File: src/rtl/led_ctrl_pkg.sv
// led_ctrl_pkg: shared mode encoding, LED width and mode sequencing helper
package led_ctrl_pkg;

    localparam int LED_W = 4;

    typedef enum logic [1:0] {
        HOLD   = 2'd0,
        STEP   = 2'd1,
        RUN_UP = 2'd2,
        RUN_DN = 2'd3
    } mode_e;

    function automatic mode_e next_mode(input mode_e m);
        return mode_e'(m + 2'd1);
    endfunction

endpackage

File: src/rtl/button_debounce.sv
// button_debounce: synchronizes and debounces an active-low button, pulses once per accepted press
module button_debounce #(
    parameter int DEBOUNCE_CYCLES = 120000
) (
    input  logic clk,
    input  logic rst_n,
    input  logic btn_n,
    output logic level,
    output logic press
);

    localparam int CW = $clog2(DEBOUNCE_CYCLES + 1);
    localparam logic [CW-1:0] LAST = CW'(DEBOUNCE_CYCLES - 1);

    logic [1:0]    sync;
    logic [1:0]    vld;
    logic [CW-1:0] cnt;
    logic          level_d;
    logic          armed;

    // presses only count once the button has been seen released after reset, so a button held through reset is ignored
    always_ff @(posedge clk) begin
        if (!rst_n) begin
            sync    <= 2'b11;
            vld     <= 2'b00;
            cnt     <= '0;
            level   <= 1'b1;
            level_d <= 1'b1;
            armed   <= 1'b0;
            press   <= 1'b0;
        end else begin
            sync    <= {sync[0], btn_n};
            vld     <= {vld[0], 1'b1};
            if (sync[1] == level) begin
                cnt <= '0;
            end else if (cnt == LAST) begin
                cnt   <= '0;
                level <= sync[1];
            end else begin
                cnt <= cnt + CW'(1);
            end
            level_d <= level;
            armed   <= armed | (vld[1] & sync[1] & level);
            press   <= armed & level_d & ~level;
        end
    end

endmodule

File: src/rtl/led_counter_ctrl.sv
// led_counter_ctrl: debounced two-button mode FSM driving a hold/step/auto-run 4-bit LED counter
module led_counter_ctrl
    import led_ctrl_pkg::*;
#(
    parameter int DEBOUNCE_CYCLES = 120000,
    parameter int TICK_CYCLES     = 1200000
) (
    input  logic             clk,
    input  logic             rst_n,
    input  logic             btn_mode_n,
    input  logic             btn_step_n,
    output logic [LED_W-1:0] led,
    output logic [1:0]       mode,
    output logic             tick
);

    localparam int PW = $clog2(TICK_CYCLES);
    localparam logic [PW-1:0] PLAST = PW'(TICK_CYCLES - 1);

    mode_e            state, state_nx;
    logic [LED_W-1:0] led_nx;
    logic [PW-1:0]    presc, presc_nx;
    logic             mode_press, step_press, run;
    logic             unused_mode_level, unused_step_level;

    button_debounce #(.DEBOUNCE_CYCLES(DEBOUNCE_CYCLES)) u_mode_btn (
        .clk   (clk),
        .rst_n (rst_n),
        .btn_n (btn_mode_n),
        .level (unused_mode_level),
        .press (mode_press)
    );

    button_debounce #(.DEBOUNCE_CYCLES(DEBOUNCE_CYCLES)) u_step_btn (
        .clk   (clk),
        .rst_n (rst_n),
        .btn_n (btn_step_n),
        .level (unused_step_level),
        .press (step_press)
    );

    assign run  = (state == RUN_UP) || (state == RUN_DN);
    assign tick = run && (presc == PLAST);
    assign mode = state;

    // mode, counter and prescaler registers
    always_ff @(posedge clk) begin
        if (!rst_n) begin
            state <= HOLD;
            led   <= '0;
            presc <= '0;
        end else begin
            state <= state_nx;
            led   <= led_nx;
            presc <= presc_nx;
        end
    end

    // priority: mode press, then step press, then tick; any of them restarts the prescaler
    always_comb begin
        state_nx = state;
        led_nx   = led;
        presc_nx = run ? presc + PW'(1) : '0;
        if (mode_press) begin
            state_nx = next_mode(state);
            presc_nx = '0;
        end else if (step_press && state == STEP) begin
            led_nx = led + LED_W'(1);
        end else if (step_press && run) begin
            led_nx   = '0;
            presc_nx = '0;
        end else if (tick) begin
            led_nx   = (state == RUN_UP) ? led + LED_W'(1) : led - LED_W'(1);
            presc_nx = '0;
        end
    end

endmodule
File: config.mk
export PLATFORM = sky130hd
export DESIGN_NAME = led_counter_ctrl
export DESIGN_NICKNAME = d
export VERILOG_FILES = /design/src/rtl/led_ctrl_pkg.sv /design/src/rtl/button_debounce.sv /design/src/rtl/led_counter_ctrl.sv
export SDC_FILE = /design/constraint.sdc
export NUM_CORES = 1
export LEC_CHECK = 0
export CAP_MARGIN = 20
export CORE_ASPECT_RATIO = 1.25
export CORE_MARGIN = 5
export CORE_UTILIZATION = 45
export CTS_CLUSTER_DIAMETER = 200
export DETAILED_ROUTE_END_ITERATION = 6
export GPL_TIMING_DRIVEN = 0
export PLACE_DENSITY_LB_ADDON = 0.25
export SYNTH_ARGS = -nofsm -noshare
export SYNTH_HDL_FRONTEND = slang
export SYNTH_SLANG_ARGS = --single-unit
File: constraint.sdc
create_clock -name clk -period 1.97 [get_ports clk]
set_input_delay 0.197 -clock clk [delete_from_list [all_inputs] [get_ports clk]]
set_output_delay 0.197 -clock clk [all_outputs]
set_load 0.1 [all_outputs]
==> flow_metrics.tcl, run 1 <==
set metrics [dict create \
    status "finished with violations" \
    violations "setup timing" \
    criticalPathCategory "flip-flop to output port" \
    fin_crit_sh_pct 101 \
    p_total_mw 2.85 \
    final_max_slew_viol_count 0 \
    start_kind "flip-flop" \
    cp.required_ns 1.77 \
    p_comb_share_pct 1.2 \
    switching_power_mw 0.571 \
    cts_tree "built" \
    yosys.area_share.xor_xnor_pct 14.0 \
    p_int_mw 2.28 \
    hold_path.class "input pin to flip-flop" \
    clock-skew-final_ns 0.00652 \
    clk_pin_slew_worst_paths_ns 0.08 \
    powerDensity_mw_per_mm2 733 \
    drc 0 \
    synth_edf_count 0 \
    vias 2407 \
    max-vdd-ir-drop_mv 0.478 \
    synth_fa_ha_area_share_pct 3.08 \
    crit_path_end_kind "output port" \
    grt_antenna_before_repair 0 \
    cts_buffers 9 \
    min_to "u_step_btn.sync[0]" \
    gp_congestion 0.771 \
    synth_seq_cells 75 \
    tightest_slew_ns 0.981 \
    hold_viol 0 \
    slew_headroom_pct 34.9 \
    cp_slowest_stage_delay_ns 0.35 \
    drtPass1Iterations 4 \
    critical_path.top_delay_family "simple AND/OR/NAND/NOR gates" \
    drt_wl_total_mm 5.70 \
    synth_cell_types 46 \
    clock-root-buffer "clkbuf_8" \
    crit_fanout 2 \
    critPathBufInv 2 \
    reg2regPathDepth 7 \
    synth_compound_area_share_pct 3.81 \
    die_h_um 105 \
    synth.avg_cell_area_sq_um 9.01 \
    crit_chain "nand4bb_4 > nor4_4 > nand4_1 > clkinvlp_4 > buf_12" \
    first_global_vias 2321 \
    grt.overflow.total 0 \
    hold_depth 2 \
    diodes 0 \
    clk-insertion-delay-late_ns 0.34 \
    die_x_um 86.1 \
    hold_start "btn_step_n" \
    fin_crit_ns 1.99 \
    drtIter0Drc 74 \
    finalWorstSetupSlack_ns -0.0201 \
    dp_hpwl_mm 3.92 \
    cap_violations 0 \
    dp_slack_ns -0.871 \
    coreArea_sq_mm 0.00702 \
    start_util_pct 46.3 \
    synth_mux_area_share_pct 1.27 \
    area_growth_pct 19.5 \
    yosys_most_used_dff "dfxtp_1" \
    port_buffers 10 \
    grt_use_total_pct 13.7 \
    rsz0062_at_grt "true" \
    yosys.area_share.simple_pct 28.5 \
    crit_arrival_ns 1.79 \
    critical_path.slowest_cell "dfxtp_4" \
    syn-num-nets 373 \
    syn_area_sq_mm 0.00325 \
    rr_endpoint "presc[19]" \
    p_sw_share_pct 20.0 \
    layout_commonest_cell "nor2_1" \
    fin_util_pct 55.4 \
    die_area_sq_mm 0.00904 \
    power_frac_seq_pct 53.4 \
    io_pins 11 \
    ys_seq_area_share_pct 46.2 \
    nets 399 \
    cts.sinks 75 \
    worstReg2RegStart "presc[16]" \
    grt_max_degree 14 \
    clk_path_buf_depth 2 \
    drive_above_1_share_pct 14.8 \
    p_clk_share_pct 45.4 \
    clock.fmax_mhz 502 \
    wl_per_cell_um 11.8 \
    vias_per_cell 4.99 \
    ff2ff_setup_slack_ns 0.10 \
    synth_top_family_by_area "simple AND/OR/NAND/NOR gates" \
    yosys_warnings 0 \
    layout_common_cells "nor2_1 (71), dfxtp_1 (64), xnor2_1 (28)" \
    fp-row-count 34 \
    ant_nets 0 \
    leakagePower_nw 1.34 \
    netlist_instances 361 \
    grt_first_pass_wirelength_mm 10.2 \
    async_flop_share_pct 0 \
    ctsHtreeMaxLevel 3 \
    final-setup-viol-count 1 \
]
==> registers in the layout, summed over array words and instances, names as in the netlist <==
| signal | cells |
|---|---|
| u_mode_btn.level_d | 1 |
| u_mode_btn.cnt | 17 |
| u_step_btn.level_d | 1 |
| u_mode_btn.vld | 1 |
| u_mode_btn.sync | 2 |
| u_step_btn.cnt | 17 |
| u_mode_btn.armed | 1 |
| u_step_btn.press | 1 |
| led | 4 |
| presc | 21 |
| u_step_btn.armed | 1 |
| u_mode_btn.level | 1 |
| mode | 2 |
| u_mode_btn.press | 1 |
| u_step_btn.vld | 1 |
| u_step_btn.sync | 2 |
| u_step_btn.level | 1 |
==> worst max-delay path by stage <==
| stage | startpoint | end | slack, ns | depth (start not counted) |
|---|---|---|---|---|
| finish | presc[16] | tick | -0.02 | 5 |
| CTS | presc[0] | tick | -0.07 | 6 |
| floorplan | mode[1] | tick | 0.002 | 5 |
| detailed placement | presc[0] | tick | -0.87 | 6 |
| global placement | presc[0] | tick | -0.90 | 6 |
| global route | presc[16] | tick | -0.1 | 5 |
==> cell usage after synthesis, types with 6 or more instances <==
library cell   n  area share, %
nand2b_1       8            1.5
ha_1           8            3.1
nand3_1       25            3.8
and3_1        12            2.3
xor2_1        24            6.5
nand2_1       20            2.3
inv_1         11            1.3
and4_1         6            1.6
nor2_1        71            8.2
nand4_1       10            1.9
dfxtp_1       75             46
nor3_1        10            1.5
xnor2_1       28            7.5
==> logic make-up (layout without fill, tap and decap cells) <==
family          count (synthesis)  after routing
simple gates                  182            182
flops                          75             75
xor+xnor                       52             52
buf+inv                        21             52
compound gates                 19             19
fa+ha+maj                       8              8
mux                             4              4
==> what timing repair did <==
item                       4_1_cts  5_1_grt
setup endpoints to repair       48       43
cloned                           1        0
gates resized for setup         30       20
pin swaps                        3        5
buffers inserted                 1        3
hold buffers                     0        0
==> stage by stage <==
stage	hold slack (ns)	std cells	area, sq um	TNS [ns]
floorplan	0.225	361	3280	0
global placement	0.390	461	3490	-4.09
detailed placement	0.400	461	3490	-3.40
CTS	0.400	479	3800	-0.0668
global route	0.414	482	3890	-0.0960
finish	0.416	482	3890	-0.0201
==> power groups by stage <==
stage                     Clock [mW]  Combinational (mW)  Sequential (mW)
after global placement             0              0.0347             1.56
after CTS                       1.34              0.0353             1.53
after global routing            1.40              0.0405             1.52
final                           1.29              0.0352             1.52
after detailed placement           0              0.0351             1.56
after floorplan                    0              0.0224             1.56
==> final cells by class <==
cell class | instances | area (sq um)
fillers | 639 | 3130
multi-input cells | 265 | 1760
flip-flops and latches | 75 | 1530
repair buffers | 15 | 140
clock buffers | 10 | 138
well taps | 90 | 113
clock inverters | 6 | 88.8
plain buffers | 9 | 68.8
inverters | 12 | 48.8
==> metal layers <==
layer / share of wire (%) / GRT usage [%] / wire (um)
met1: 47 / 16.4 / 2670
met2: 46 / 22.1 / 2640
met3: 3.8 / 4.17 / 218
met5: 0 / 0 / 0
met4: 2.9 / 6.56 / 164
Power figures use the tool's default switching activity.
==> inputs of run 2 (changes only) <==
- GPL_TIMING_DRIVEN: 0 -> not set
==> run 2 against run 1 <==
  * Sequential share of layout area increased by 0.41 points
  * Power is 2.2% lower
  * The run still ends with setup timing left
  * Setup slack better by 0.0025 ns
  * Largest power group unchanged
  * Worst hold slack got worse by 0.018 ns
  * Utilization is 0.84 points lower
  * Sequential cell count unchanged
  * Highest routed layer unchanged
  * Largest cell class unchanged
  * Cell count grew 0.62%
  * Global-route usage about the same
==> flow_metrics.tcl, run 2 (synthesis results as in run 1) <==
set metrics [dict create \
    status "finished with violations" \
    violations "setup timing" \
    cp_slowest_stage_delay_ns 0.35 \
    cts_tree "built" \
    hold_viol 0 \
    power_frac_seq_pct 54.7 \
    rr_endpoint "led[2]" \
    drc 0 \
    critical_path.slowest_cell "dfxtp_4" \
    start_kind "flip-flop" \
    criticalPathCategory "flip-flop to output port" \
    tightest_slew_ns 0.496 \
    finalWorstSetupSlack_ns -0.0176 \
    io_pins 11 \
    stdcell_count 485 \
    layout_commonest_cell "nor2_1" \
    crit_chain "nand4bb_4 > nor4_4 > nand4_1 > buf_4 > clkinvlp_4 > buf_12" \
    worstReg2RegStart "presc[16]" \
    crit_fanout 2 \
    drive_above_1_share_pct 15.9 \
    drtIter0Drc 67 \
    min_to "u_step_btn.sync[0]" \
    switching_power_mw 0.643 \
    hold_path.class "input pin to flip-flop" \
    p_int_mw 2.15 \
    powerDensity_mw_per_mm2 728 \
    crit_arrival_ns 1.79 \
    fin_util_pct 54.5 \
    cts.sinks 75 \
    clk_path_buf_depth 2 \
    vias_per_cell 5.04 \
    gp_congestion 0.776 \
    reg2regPathDepth 7 \
    ff2ff_setup_slack_ns 0.15 \
    first_global_vias 2324 \
    p_comb_share_pct 1.4 \
    grt_max_degree 21 \
    die_area_sq_mm 0.00904 \
    cts_buffers 9 \
    crit_path_end_kind "output port" \
    vias 2443 \
    die_x_um 86.1 \
    p_sw_share_pct 23.1 \
    fin_crit_ns 1.99 \
    port_buffers 10 \
    wl_per_cell_um 11.9 \
    nets 402 \
    die_h_um 105 \
    hold_start "btn_step_n" \
    fp-row-count 34 \
    clk-insertion-delay-late_ns 0.36 \
    grt_antenna_before_repair 0 \
    clock-root-buffer "clkbuf_8" \
    fin_crit_sh_pct 101 \
    diodes 0 \
    postCtsHoldBufs 0 \
    p_clk_share_pct 44.0 \
    layout_common_cells "nor2_1 (71), dfxtp_1 (66), xnor2_1 (28)" \
    largest_register "presc" \
    drtPass1Iterations 5 \
    start_util_pct 46.3 \
    largest_reg_flops 21 \
    rsz0062_at_grt "true" \
    placedCellCount 464 \
    largestRegisters "presc: 21 flops, u_mode_btn.cnt: 17 flops, u_step_btn.cnt: 17 flops" \
    cp.required_ns 1.77 \
    dp_hpwl_mm 4.16 \
    grt_first_pass_wirelength_mm 10.0 \
    grt_use_total_pct 13.6 \
    drt_wl_total_mm 5.79 \
    clk_pin_slew_worst_paths_ns 0.09 \
    final-setup-viol-count 1 \
    clock.fmax_mhz 503 \
    ant_nets 0 \
    final_max_slew_viol_count 0 \
    cap_violations 0 \
    coreArea_sq_mm 0.00702 \
    nFillCells 671 \
    leakagePower_nw 1.32 \
    max-vdd-ir-drop_mv 0.502 \
    hold_depth 2 \
    ctsHtreeMaxLevel 3 \
    slew_headroom_pct 66.7 \
    grt.overflow.total 0 \
    clock-skew-final_ns 0.0119 \
    area_growth_pct 17.7 \
]
[run 2: final cells by class]
type / instances / area (sq um) / share of cell area, %
Clock buffer: 9 / 124 / 3.24
Clock inverter: 7 / 81.3 / 2.12
Inverter: 12 / 48.8 / 1.27
Multi-Input combinational cell: 265 / 1700 / 44.5
Sequential cell: 75 / 1520 / 39.8
Tap cell: 90 / 113 / 2.94
Timing Repair Buffer: 27 / 235 / 6.14
[run 2: power groups by stage]
stage / logic [mW] / clock network (mW) / registers (mW)
finish: 0.0384 / 1.23 / 1.52
global route: 0.0429 / 1.32 / 1.53
CTS: 0.0392 / 1.25 / 1.53
detailed placement: 0.0390 / 0 / 1.56
global placement: 0.0379 / 0 / 1.56
floorplan: 0.0224 / 0 / 1.56
[run 2: metrics by stage]
| step | hold WS (ns) | power (mW) | setup WS [ns] | area (sq um) | setup TNS [ns] |
|---|---|---|---|---|---|
| CTS | 0.393 | 2.82 | 0.000405 | 3800 | 0 |
| floorplan | 0.225 | 1.58 | 0.00229 | 3280 | 0 |
| detailed placement | 0.398 | 1.60 | 0.162 | 3530 | 0 |
| global placement | 0.390 | 1.60 | 0.234 | 3530 | 0 |
| finish | 0.398 | 2.79 | -0.0176 | 3830 | -0.0176 |
| global route | 0.411 | 2.89 | -0.102 | 3830 | -0.102 |
[run 2: critical path: cells and delay by family (launching register included)]
family | cells | cell delay [ns]
flops | 1 | 0.35
buf+inv | 3 | 0.42
simple gates | 3 | 0.66
[run 2: what timing repair did]
| item | in CTS | in global routing |
|---|---|---|
| buffers inserted | 3 | 2 |
| pin swaps | 2 | 3 |
| setup endpoints to repair | 1 | 2 |
| resized for setup | 11 | 6 |
[run 2: worst max-delay path by stage]
stage                           start  cells after the start            endpoint
floorplan                     mode[1]                      5                tick
global placement                rst_n                      7            presc[2]
detailed placement  u_step_btn.cnt[0]                      7  u_step_btn.cnt[12]
CTS                          presc[0]                      7                tick
global route                presc[16]                      6                tick
finish                      presc[16]                      6                tick
[run 2: routing by layer]
metal	vias up	routed length (um)	GRT usage, %
met2	22	2790	22.3
met4	0	106	6.45
met1	1134	2720	16.3
met3	8	176	3.78
li1	1279	-	-
met5	-	0	0
